==> config.mk <==
export PLATFORM = sky130hd
export DESIGN_NAME = envelope_pwm_mixer
export DESIGN_NICKNAME = d
export VERILOG_FILES = /design/src/rtl/envelope_pwm_mixer.sv
export SDC_FILE = /design/constraint.sdc
export NUM_CORES = 1
export LEC_CHECK = 0
export CAP_MARGIN = 20
export CORE_UTILIZATION = 32
export DETAILED_ROUTE_END_ITERATION = 8
export SETUP_SLACK_MARGIN = 0.5
export SLEW_MARGIN = 15
export SYNTH_ARGS = -nofsm -noshare
export SYNTH_HDL_FRONTEND = slang
export SYNTH_SLANG_ARGS = --single-unit
==> constraint.sdc <==
create_clock -name clk -period 3.7 [get_ports clk]
set_input_delay 1.11 -clock clk [delete_from_list [all_inputs] [get_ports clk]]
set_output_delay 1.11 -clock clk [all_outputs]
set_load 0.02 [all_outputs]
==> src/rtl/envelope_pwm_mixer.sv <==
// Per-voice attack/release envelopes, amplitude mixer and first-order
// sigma-delta 1-bit DAC driving the pwmout pin.
module envelope_pwm_voice #(
  parameter int ENV_BITS     = 8,
  parameter int ATTACK_STEP  = 16,
  parameter int RELEASE_STEP = 8
) (
  input  logic                clk,
  input  logic                rst,
  input  logic                gate,
  input  logic                tick,
  output logic [ENV_BITS-1:0] level,
  output logic                active
);
  localparam int EW1 = ENV_BITS + 1;
  localparam logic [ENV_BITS:0] ATK = EW1'(ATTACK_STEP);
  localparam logic [ENV_BITS:0] REL = EW1'(RELEASE_STEP);

  logic                gate_meta, gate_s;
  logic [ENV_BITS:0]   up, dn;
  logic [ENV_BITS-1:0] level_nxt;

  // One extra bit catches overflow/borrow so the ramp saturates instead of wrapping.
  always_comb begin
    up        = {1'b0, level} + ATK;
    dn        = {1'b0, level} - REL;
    level_nxt = level;
    if (tick) begin
      if (gate_s) level_nxt = up[ENV_BITS] ? '1 : up[ENV_BITS-1:0];
      else        level_nxt = dn[ENV_BITS] ? '0 : dn[ENV_BITS-1:0];
    end
  end

  always_ff @(posedge clk or posedge rst) begin
    if (rst) begin
      gate_meta <= 1'b0;
      gate_s    <= 1'b0;
      level     <= '0;
      active    <= 1'b0;
    end else begin
      gate_meta <= gate;
      gate_s    <= gate_meta;
      level     <= level_nxt;
      active    <= (level_nxt != '0);
    end
  end
endmodule

module envelope_pwm_mixer #(
  parameter int VOICES       = 3,
  parameter int ENV_BITS     = 8,
  parameter int RATE_DIV     = 1024,
  parameter int ATTACK_STEP  = 16,
  parameter int RELEASE_STEP = 8
) (
  input  logic              clk,
  input  logic              rst,
  input  logic [VOICES-1:0] gate,
  input  logic [VOICES-1:0] osc,
  output logic              pwmout,
  output logic [VOICES-1:0] env_active
);
  localparam int SUM_BITS = ENV_BITS + $clog2(VOICES);
  localparam int CNT_W    = (RATE_DIV > 1) ? $clog2(RATE_DIV) : 1;

  logic [CNT_W-1:0]                   cnt;
  logic                               tick;
  logic [VOICES-1:0][ENV_BITS-1:0]    level;
  logic [SUM_BITS-1:0]                sum_nxt, sample, acc;
  logic [SUM_BITS:0]                  sd;

  assign tick = (cnt == CNT_W'(RATE_DIV - 1));

  always_ff @(posedge clk or posedge rst) begin
    if (rst)       cnt <= '0;
    else if (tick) cnt <= '0;
    else           cnt <= cnt + CNT_W'(1);
  end

  for (genvar i = 0; i < VOICES; i++) begin : g_voice
    envelope_pwm_voice #(
      .ENV_BITS    (ENV_BITS),
      .ATTACK_STEP (ATTACK_STEP),
      .RELEASE_STEP(RELEASE_STEP)
    ) u_voice (
      .clk   (clk),
      .rst   (rst),
      .gate  (gate[i]),
      .tick  (tick),
      .level (level[i]),
      .active(env_active[i])
    );
  end

  always_comb begin
    sum_nxt = '0;
    for (int i = 0; i < VOICES; i++)
      if (osc[i]) sum_nxt = sum_nxt + SUM_BITS'(level[i]);
  end

  // Carry out of the phase accumulator is the DAC bit; its density equals sample/2^SUM_BITS.
  assign sd = {1'b0, acc} + {1'b0, sample};

  always_ff @(posedge clk or posedge rst) begin
    if (rst) begin
      sample <= '0;
      acc    <= '0;
      pwmout <= 1'b0;
    end else begin
      sample <= sum_nxt;
      acc    <= sd[SUM_BITS-1:0];
      pwmout <= sd[SUM_BITS];
    end
  end
endmodule
==> results by group, run 1 <==
STA
  – Slew HR: 59.7%
  – Final setup vio count: 0
  – Worst Skew: 6.92 ps
  – RSZ-0062 raised after global routing: true
  – Crit share post-route: 95.9%
  – Slew of the pin with the lowest slew margin: 603 ps
  – Setup tns final: 0 ps
  – Max Freq: 282 MHz
  – Min cycle time layout: 3550 ps
  – Pins over their slew limit: 0
  – Final Hold Fails: 0

Yosys
  – Syn Std Cell Area: 0.00428 sq mm
  – Primary FF master, synth: dfrtp_1
  – Synth top area cells: dfrtp_1, ha_1, nor2_1, nand2_1, o21ai_0
  – Synthesized Nets: 529
  – Share of the synthesized area in the top cell type: 37.5%
  – Synth Instances: 480
  – Avg Cell Area, Syn: 8.91 sq um
  – Synthesis-stage register bit count: 64
  – Library cells used by synthesis: 61
  – Post-synth EDFFs: 0
  – Post-synth ARST share: 100%
  – Register area share after synthesis: 37.5%
  – Syn. warnings: 0
  – Leading area contributor after synthesis: dfrtp_1

Critical path
  – CP max FO: 4
  – Worst Setup EP: sample[6]$_DFF_PP0_
  – Worst r2r dst: sample[6]$_DFF_PP0_
  – Register-to-Register Path Depth: 14
  – Crit-path max cell delay: 420 ps
  – Crit path launch: osc[0]
  – Buf+Inv Stages, Crit Path: 2
  – Crit path max-delay family: simple AND/OR/NAND/NOR gates
  – WS Path Type: input port to flop
  – Critical Path Start Type: input port
  – Reg2reg setup slack: 590 ps
  – Crit path DAT: 3740 ps
  – CP max stage cell: fa_2
  – Crit path cell chain: buf_6 > and2_4 > ha_4 > inv_2 > fa_2 > nor2b_4 > a311oi_4 > or3_1 > nand3_2 > xor2_2 > ha_4 > nor2b_4 > or4_1 > o311ai_1 > a21oi_1
  – Crit end category: flop
  – Levels on crit path: 15
  – RR Startpoint: g_voice[0].u_voice.level[0]$_DFF_PP0_
  – Critical path data required time: 3890 ps

Clock tree
  – CTS tree: yes
  – Clk slew on worst S/H paths: 60 ps
  – H-tree Lvls: 3
  – Clock tree root driver cell: clkbuf_16
  – Clk Latency, worst-skew pair: 340 ps
  – Clock tree buffer depth: 2
  – Clock Sink Count: 64
  – Cts bufs inserted: 9

Min path
  – Worst hold path cell count: 0
  – Hold crit path type: flop to flop

Pwr
  – Peak VDD IR: 0.000248 V
  – Total power: 1880 uW
  – Pwr dens: 350 mW/mm^2
  – Lkg Pwr: 0.00245 uW

Flow run
  – Max-cap check violation count: 0

Floorplan
  – Initial Util: 33.3%
  – Die width: 118 um
  – I/O pins: 12
  – Core area: 0.0128 sq mm
  – Die area: 0.0138 sq mm
  – Die span in y: 118 um
  – Rows: 41

Drt
  – Via Count: 3515
  – WL/cell: 13.2 um
  – Via density per instance: 5.05
  – Drt total wl: 9180 um
  – First-pass DRT Iterations: 4
  – Antenna-violating nets left: 0
  – # DRC: 0
  – Iter 0 DRT Violations: 207

Final layout
  – Area grow syn2layout: 26.0%
  – # diodes: 0
  – Fin nets: 568
  – Most common cell after layout, fill and taps aside: dfrtp_1
  – Share of layout cells above drive strength 1: 21.9%
  – Most frequent cells in the layout: dfrtp_1, nor2_1, nand2_1

GRT
  – Initial antenna violation count: 0
  – Largest net degree at the start of global routing: 29
  – Total grt overflow: 0
  – Number of global-route vias before repair: 3486
  – Total track usage: 14.3%
  – First-pass GRT wire length: 16200 um

Placed design
  – Input/output buffers: 11
  – Gpl congestion: 0.806
  – Post-DP HPWL: 6720 um

Run status
  – Outcome: finished, final reports clean
[cell families (layout without fill, tap and decap cells)]
group	count (synthesis)	in the layout	synth area share [%]
simple gates	172	172	19.5
mux	10	10	2.84
fa+ha+maj	41	41	12.5
compound gates	116	116	17.4
buf+inv	53	97	5.33
xor+xnor	24	24	4.92
flops	64	64	37.5
[synth_stat cells (5+ instances only)]
cell type,instances
ha_1,38
nor3_1,12
dfrtp_1,64
and2_1,5
inv_1,25
a31oi_1,7
mux2_2,7
nand3_1,19
nand2_1,46
xnor2_1,14
clkbuf_1,21
a21oi_1,28
nand2b_1,8
xor2_1,10
nor2_1,50
o21ai_0,29
nor2b_1,8
[through the flow]
step | cells | worst slack (ps) | utilization (%) | cell area, sq um | hold slack (ps)
CTS | 693 | 88.3 | 41.0 | 5260 | 349
detailed placement | 671 | -689 | 37.8 | 4850 | 336
finish | 696 | 153 | 42.0 | 5390 | 346
floorplan | 480 | -197 | - | 4410 | 331
global placement | 671 | -604 | 37.8 | 4850 | 334
global route | 696 | 32.5 | 42.0 | 5390 | 357
[registers in the layout, indices dropped and copies added (netlist names)]
register / flops
acc: 10
g_voice.u_voice.gate_s: 3
g_voice.u_voice.level: 24
g_voice.u_voice.active: 3
g_voice.u_voice.gate_meta: 3
sample: 10
cnt: 10
pwmout: 1
[cell type report]
type                    instances  area (sq um)
multi-input cells             363          2690
well taps                     172           215
clock buffers                  11           253
flip-flops and latches         64          1600
fillers                      1248          7440
clock inverters                 5          62.6
repair buffers                 56           465
inverters                      25          93.8
[worst min-delay path by stage]
stage / start / endpoint / slack (ps)
2_1_floorplan: g_voice[0].u_voice.gate_meta$_DFF_PP0_ / g_voice[0].u_voice.gate_s$_DFF_PP0_ / 330
3_3_place_gp: g_voice[1].u_voice.gate_meta$_DFF_PP0_ / g_voice[1].u_voice.gate_s$_DFF_PP0_ / 330
3_5_place_dp: g_voice[2].u_voice.gate_meta$_DFF_PP0_ / g_voice[2].u_voice.gate_s$_DFF_PP0_ / 340
4_1_cts: g_voice[2].u_voice.gate_meta$_DFF_PP0_ / g_voice[2].u_voice.gate_s$_DFF_PP0_ / 350
5_1_grt: g_voice[0].u_voice.gate_meta$_DFF_PP0_ / g_voice[0].u_voice.gate_s$_DFF_PP0_ / 360
6_report: g_voice[2].u_voice.gate_meta$_DFF_PP0_ / g_voice[2].u_voice.gate_s$_DFF_PP0_ / 350
[power breakdown]
part	switching, uW	leakage (uW)	internal, uW
clock network	323	0.000149	562
registers	23.0	0.000842	753
logic	118	0.00146	104
total	464	0.00245	1420
[routing by layer]
layer  wire length, um  track usage, %  vias to the layer above
met4               239            7.05                        0
met1              4320            17.6                     1667
met2              4320            23.6                       57
li1                  -               -                     1771
met5                 0               0                        -
met3               296            3.15                       20
[what timing repair did]
action | CTS | global route
hold buffers | 0 | 0
pin swaps | 18 | 17
resized for setup | 16 | 17
setup buffers | 6 | 3
setup endpoints to repair | 8 | 7
(Power assumes the default switching activity.)
==> run 2, diff against run 1 <==
--- a/config.mk
+++ b/config.mk
@@ -12,4 +12,5 @@
 export SLEW_MARGIN = 15
 export SYNTH_ARGS = -nofsm -noshare
 export SYNTH_HDL_FRONTEND = slang
+export SYNTH_HIERARCHICAL = 1
 export SYNTH_SLANG_ARGS = --single-unit
==> run 2 against run 1 <==
Net effect: setup slack worse by 92 ps; synthesized cell count decreased by 10%; maximum frequency down 2.5%; utilization fell by 1.2 points; critical path depth is 2 higher; die area decreased by 2.4%; routed wire length down 3.3%; critical path type unchanged; largest power group unchanged.
==> results by group, run 2 <==
GRT
  – Total track usage: 14.9%
  – M2 GR Usage: 23.9%
  – Met1 usage: 18.3%
  – Initial antenna violation count: 0
  – First-pass GRT wire length: 15300 um
  – Largest net degree at the start of global routing: 32
  – Layer with the highest usage: met2
  – Grt met3 use: 3.63%
  – Total grt overflow: 0
  – Number of global-route vias before repair: 3310

Final layout
  – Final core occ: 40.8%
  – Final instance area: 0.00517 sq mm
  – Area grow syn2layout: 24.0%
  – Fin nets: 527
  – Share of layout cells above drive strength 1: 20.8%
  – Largest Register: g_voice.u_voice/level
  – Most frequent cells in the layout: dfrtp_1, inv_1, buf_4
  – Max FFs per register: 24
  – Most common cell after layout, fill and taps aside: dfrtp_1
  – # diodes: 0

Critical path
  – CP max FO: 3
  – Crit end category: flop
  – Critical path data required time: 3920 ps
  – WS Path Type: input port to flop
  – Crit path DAT: 3860 ps
  – Critical Path Start Type: input port
  – Crit path cell chain: buf_8 > and2_4 > ha_4 > inv_2 > fa_2 > nand3b_1 > a32oi_2 > xor2_1 > nand2_1 > xnor2_2 > ha_4 > nand2_4 > or3b_4 > nand3_2 > and3_4 > o21ai_2 > o31a_1
  – Most frequent CP cell: ha_4
  – CP max stage cell: or3b_4
  – Crit-path max cell delay: 370 ps
  – Reg2reg setup slack: 480 ps

Yosys
  – Share of the synthesized area in the top cell type: 38.4%
  – Synthesis-stage register bit count: 64
  – Leading area contributor after synthesis: dfrtp_1
  – Synth Instances: 431
  – Primary FF master, synth: dfrtp_1
  – Most numerous cell in the Yosys netlist: dfrtp_1
  – Syn Std Cell Area: 0.00417 sq mm
  – Synthesized Nets: 477
  – Library cells used by synthesis: 65
  – Register area share after synthesis: 38.4%
  – Avg Cell Area, Syn: 9.68 sq um
  – Most frequent cells after synthesis: dfrtp_1, inv_1, ha_1
  – Post-synth EDFFs: 0
  – Synth top area cells: dfrtp_1, ha_1, xnor2_1, inv_1, nor2_1
  – Syn. warnings: 6
  – Post-synth ARST share: 100%

Placed design
  – Area after DPL: 0.00472 sq mm
  – Gpl congestion: 0.923
  – Post-DP HPWL: 6750 um
  – Input/output buffers: 11
  – Setup Slack @ Placement: -854 ps

STA
  – Worst Skew: 6.24 ps
  – Final worst slack: 61.1 ps
  – Max Freq: 275 MHz
  – Final setup vio count: 0
  – RSZ-0062 raised after global routing: true
  – Slew HR: 62.6%
  – Slew of the pin with the lowest slew margin: 559 ps
  – Pins over their slew limit: 0
  – Crit share post-route: 98.3%
  – Final Hold Fails: 0
  – Min cycle time layout: 3640 ps

Pwr
  – Seq pwr share: 41.5%
  – Pint: 1420 uW
  – Pwr dens: 361 mW/mm^2
  – Sw Pwr: 444 uW
  – Sw Share: 23.7%
  – Peak VDD IR: 0.000189 V
  – Lkg Pwr: 0.00249 uW
  – Clock Power Share: 45.7%
  – Logic pwr share: 12.8%

Drt
  – # DRC: 0
  – Via Count: 3284
  – Iter 0 DRT Violations: 157
  – Drt total wl: 8880 um
  – Via density per instance: 4.99
  – Antenna-violating nets left: 0
  – First-pass DRT Iterations: 4
  – WL/cell: 13.5 um

Floorplan
  – Core area: 0.0127 sq mm
  – I/O pins: 12
  – Rows: 41
  – Die width: 116 um
  – Die area: 0.0135 sq mm
  – Initial Util: 32.9%
  – Die span in y: 116 um

Flow run
  – Max-cap check violation count: 0

Clock tree
  – Clock tree buffer depth: 2
  – Clock tree root driver cell: clkbuf_16
  – Cts bufs inserted: 9
  – CTS tree: yes
  – Clk Latency, worst-skew pair: 340 ps
  – Clock Sink Count: 64
  – CTS Hold Bufs: 0
  – H-tree Lvls: 3
  – Clk slew on worst S/H paths: 50 ps

Run status
  – Outcome: finished, final reports clean

Min path
  – Hold crit path type: flop to flop
[run 2: cell count changes after synthesis, moves of 5 or more]
cell      change
nor2_1       -20
clkbuf_1     -19
nand2_1      -17
inv_1        +11
a21oi_1      -10
o21ai_0       -9
nand3_1       -8
nor3_1        -8
nand4_1       +7
a21o_1        +6
a211o_1       +5
nand2b_1      +5
[run 2: worst max-delay path, delay by kind of cell]
kind,cells,cell delay (ps)
simple gates,7,1110
xor+xnor,2,330
fa+ha+maj,3,780
compound gates,3,430
buf+inv,2,100
[run 2: logic make-up after synthesis]
logic type	count (synthesis)	synth area share (%)
flip-flops	64	38.4
adder cells (fa/ha/maj)	38	11.9
AND/OR/NAND/NOR	147	20.0
buffers and inverters	44	4.38
XOR/XNOR	25	5.25
multiplexers	9	2.34
AO/OA/AOI/OAI	104	17.7
[run 2: area by class of cell]
type                            count  area (sq um)
Fill cell                        1230          7500
Inverter                           36           135
Tap cell                          172           215
Clock buffer                       13           260
Clock inverter                      3          40.0
Sequential cell                    64          1600
Multi-Input combinational cell    323          2530
Timing Repair Buffer               47           389
[run 2: path summary, 6_finish.rpt]
path                                                          to                                    from  cells past startpoint
max reg2reg                                  sample[7]$_DFF_PP0_   g_voice[0].u_voice/level[0]$_DFF_PP0_                     16
max in group asynchronous                       acc[9]$_DFF_PP0_                                     rst                      3
min in group asynchronous  g_voice[1].u_voice/level[4]$_DFF_PP0_                                     rst                      2
min reg2reg                  g_voice[1].u_voice/gate_s$_DFF_PP0_  g_voice[1].u_voice/gate_meta$_DFF_PP0_                      0
max                                          sample[7]$_DFF_PP0_                                  osc[0]                     17
min                          g_voice[1].u_voice/gate_s$_DFF_PP0_  g_voice[1].u_voice/gate_meta$_DFF_PP0_                      0
[run 2: power by group through the flow]
stage | combinational (uW) | sequential (uW) | clock, uW
floorplan | 190 | 782 | 0
global placement | 229 | 786 | 0
detailed placement | 240 | 787 | 0
CTS | 243 | 776 | 888
global route | 274 | 780 | 906
finish | 239 | 775 | 854
[run 2: routing by layer]
| layer | vias up | part of all wire (%) |
|---|---|---|
| li1 | 1639 | - |
| met3 | 19 | 2.9 |
| met2 | 42 | 48 |
| met4 | 0 | 2.9 |
| met1 | 1584 | 46 |
| met5 | - | 0 |
[run 2: what timing repair did]
item,in CTS,in global routing
pin swaps,13,13
buffers inserted,2,2
endpoints found under the setup margin,8,7
endpoints found under the hold margin,0,0
gates resized for setup,16,13
[run 2: through the flow]
stage          hold WS [ps]  instances  setup TNS, ps  power [uW]
3_5_place_dp            336        638          -4720        1030
4_1_cts                 343        656              0        1910
2_1_floorplan           331        431           -842         972
5_1_grt                 359        658          -96.2        1960
3_3_place_gp            333        638          -4400        1020
6_report                339        658              0        1870
==> run 3, diff against run 2 <==
==> constraint.sdc (replaced) <==
create_clock -name clk -period 3.4 [get_ports clk]
set_input_delay 0.68 -clock clk [delete_from_list [all_inputs] [get_ports clk]]
set_output_delay 0.68 -clock clk [all_outputs]
set_load 0.02 [all_outputs]
==> run 3 against run 2 <==
Net effect: critical path depth did not move; clock skew rose by 2.1 ps; sequential share of layout area rose by 0.29 points; power rose by 8.9%; global-route usage fell by 0.74 points; die area did not move; flip-flop and latch count did not move; clock power rose by 8.8%; routed wire length fell by 2.3%; combinational power rose by 9.6%; critical path type unchanged; critical endpoint unchanged.
==> results by group, run 3 (synthesis results as in run 2) <==
STA
  – Final setup vio count: 0
  – Slew of the pin with the lowest slew margin: 547 ps
  – Crit share post-route: 94.2%
  – RSZ-0062 raised after global routing: true
  – Final worst slack: 197 ps
  – Final Hold Fails: 0
  – Worst Skew: 8.30 ps
  – Pins over their slew limit: 0
  – Setup tns final: 0 ps
  – Slew HR: 63.4%
  – Max Freq: 312 MHz
  – Min cycle time layout: 3200 ps

GRT
  – Initial antenna violation count: 0
  – Total track usage: 14.2%
  – Number of global-route vias before repair: 3271
  – First-pass GRT wire length: 15000 um
  – Total grt overflow: 0
  – Largest net degree at the start of global routing: 32

Critical path
  – Worst r2r dst: sample[7]$_DFF_PP0_
  – WS Path Type: input port to flop
  – Crit path DAT: 3410 ps
  – Register-to-Register Path Depth: 16
  – CP max FO: 3
  – RR Startpoint: g_voice[0].u_voice/level[0]$_DFF_PP0_
  – Critical path data required time: 3610 ps
  – Reg2reg setup slack: 240 ps
  – Critical Path Start Type: input port
  – Crit end category: flop

Floorplan
  – Core area: 0.0127 sq mm
  – Die width: 116 um
  – Rows: 41
  – Die area: 0.0135 sq mm
  – Initial Util: 32.9%
  – I/O pins: 12
  – Die span in y: 116 um

Min path
  – Hold crit path type: flop to flop
  – Hold_sp: g_voice[2].u_voice/gate_meta$_DFF_PP0_
  – Worst hold path cell count: 0
  – Hold Path Sink: g_voice[2].u_voice/gate_s$_DFF_PP0_

Pwr
  – Sw Pwr: 469 uW
  – Sw Share: 23.1%
  – Clock Power Share: 45.7%
  – Lkg Pwr: 0.00248 uW
  – Pwr dens: 397 mW/mm^2
  – Peak VDD IR: 0.000256 V
  – Seq pwr share: 41.5%
  – Logic pwr share: 12.9%
  – Pint: 1570 uW

Final layout
  – Fin nets: 526
  – Largest Register: g_voice.u_voice/level
  – # diodes: 0
  – Most frequent cells in the layout: dfrtp_1, inv_1, buf_4
  – Fillcell total: 1247
  – Max FFs per register: 24
  – Most common cell after layout, fill and taps aside: dfrtp_1
  – Final core occ: 40.4%
  – Area grow syn2layout: 22.8%
  – Share of layout cells above drive strength 1: 19.4%
  – Non-filler cells, final: 656

Placed design
  – Dpl cells: 636
  – Gpl congestion: 0.919
  – Post-DP HPWL: 6610 um
  – Input/output buffers: 11
  – Setup Slack @ Placement: -728 ps

Drt
  – # DRC: 0
  – Antenna-violating nets left: 0
  – Iter 0 DRT Violations: 97
  – Via Count: 3252
  – Drt total wl: 8670 um
  – WL/cell: 13.2 um
  – Via density per instance: 4.96
  – First-pass DRT Iterations: 4

Clock tree
  – Clk Latency, worst-skew pair: 330 ps
  – Clk slew on worst S/H paths: 50 ps
  – Clock Sink Count: 64
  – CTS tree: yes
  – H-tree Lvls: 3
  – CTS Hold Bufs: 0
  – Clock tree root driver cell: clkbuf_16
  – Clock tree buffer depth: 2
  – Cts bufs inserted: 9

Flow run
  – Max-cap check violation count: 0

Run status
  – Outcome: finished, final reports clean
[run 3: cell type report]
| type | instances | area, sq um | share of cell area [%] |
|---|---|---|---|
| Tap cell | 172 | 215 | 4.20 |
| Clock buffer | 12 | 267 | 5.20 |
| Timing Repair Buffer | 46 | 378 | 7.37 |
| Clock inverter | 3 | 40.0 | 0.781 |
| Inverter | 36 | 135 | 2.64 |
| Multi-Input combinational cell | 323 | 2490 | 48.5 |
| Sequential cell | 64 | 1600 | 31.3 |
[run 3: layer usage]
layer	vias up	share of wire, %	GRT usage, %
met5	-	0	0
met4	0	1.3	4.87
met3	10	3.1	3.17
met2	40	51	24.6
met1	1568	45	17.3
li1	1634	-	-
[run 3: worst max path at each step]
stage	depth (start not counted)	slack, ps	startpoint	endpoint
6_report	17	200	osc[0]	sample[7]$_DFF_PP0_
5_1_grt	17	70	osc[0]	sample[5]$_DFF_PP0_
4_1_cts	17	200	osc[0]	sample[7]$_DFF_PP0_
3_5_place_dp	17	-730	osc[0]	sample[7]$_DFF_PP0_
3_3_place_gp	17	-650	osc[0]	sample[7]$_DFF_PP0_
2_1_floorplan	17	-140	osc[0]	sample[7]$_DFF_PP0_
[run 3: per-stage QoR]
stage,instance area (sq um),hold WS (ps),power (uW)
floorplan,4200,331,1060
global placement,4690,334,1100
detailed placement,4690,336,1120
CTS,5050,347,2060
global route,5120,353,2140
finish,5120,344,2030
[run 3: critical path: stages]
cell and delay (ps):
buf_6 80, and2_4 140, ha_4 120, inv_2 30
fa_2 340, nand3b_1 180, a32oi_2 230, xor2_1 170
nand2_1 100, xnor2_2 140, ha_1 300, nand2_1 70
or3b_4 380, nand3_2 80, and3_4 170, o21ai_1 60
o31a_1 140
[run 3: repair_timing]
action,CTS,global route
cloned,0,0
pin swaps,9,5
setup buffers,3,2
hold endpoints to repair,0,0
gates resized for setup,11,12
endpoints found under the setup margin,8,10
[run 3: power groups by stage]
| stage | combinational, uW | clock, uW | sequential [uW] |
|---|---|---|---|
| global placement | 249 | 0 | 855 |
| CTS | 263 | 954 | 845 |
| global route | 297 | 986 | 852 |
| floorplan | 207 | 0 | 851 |
| finish | 262 | 929 | 844 |
| detailed placement | 259 | 0 | 858 |
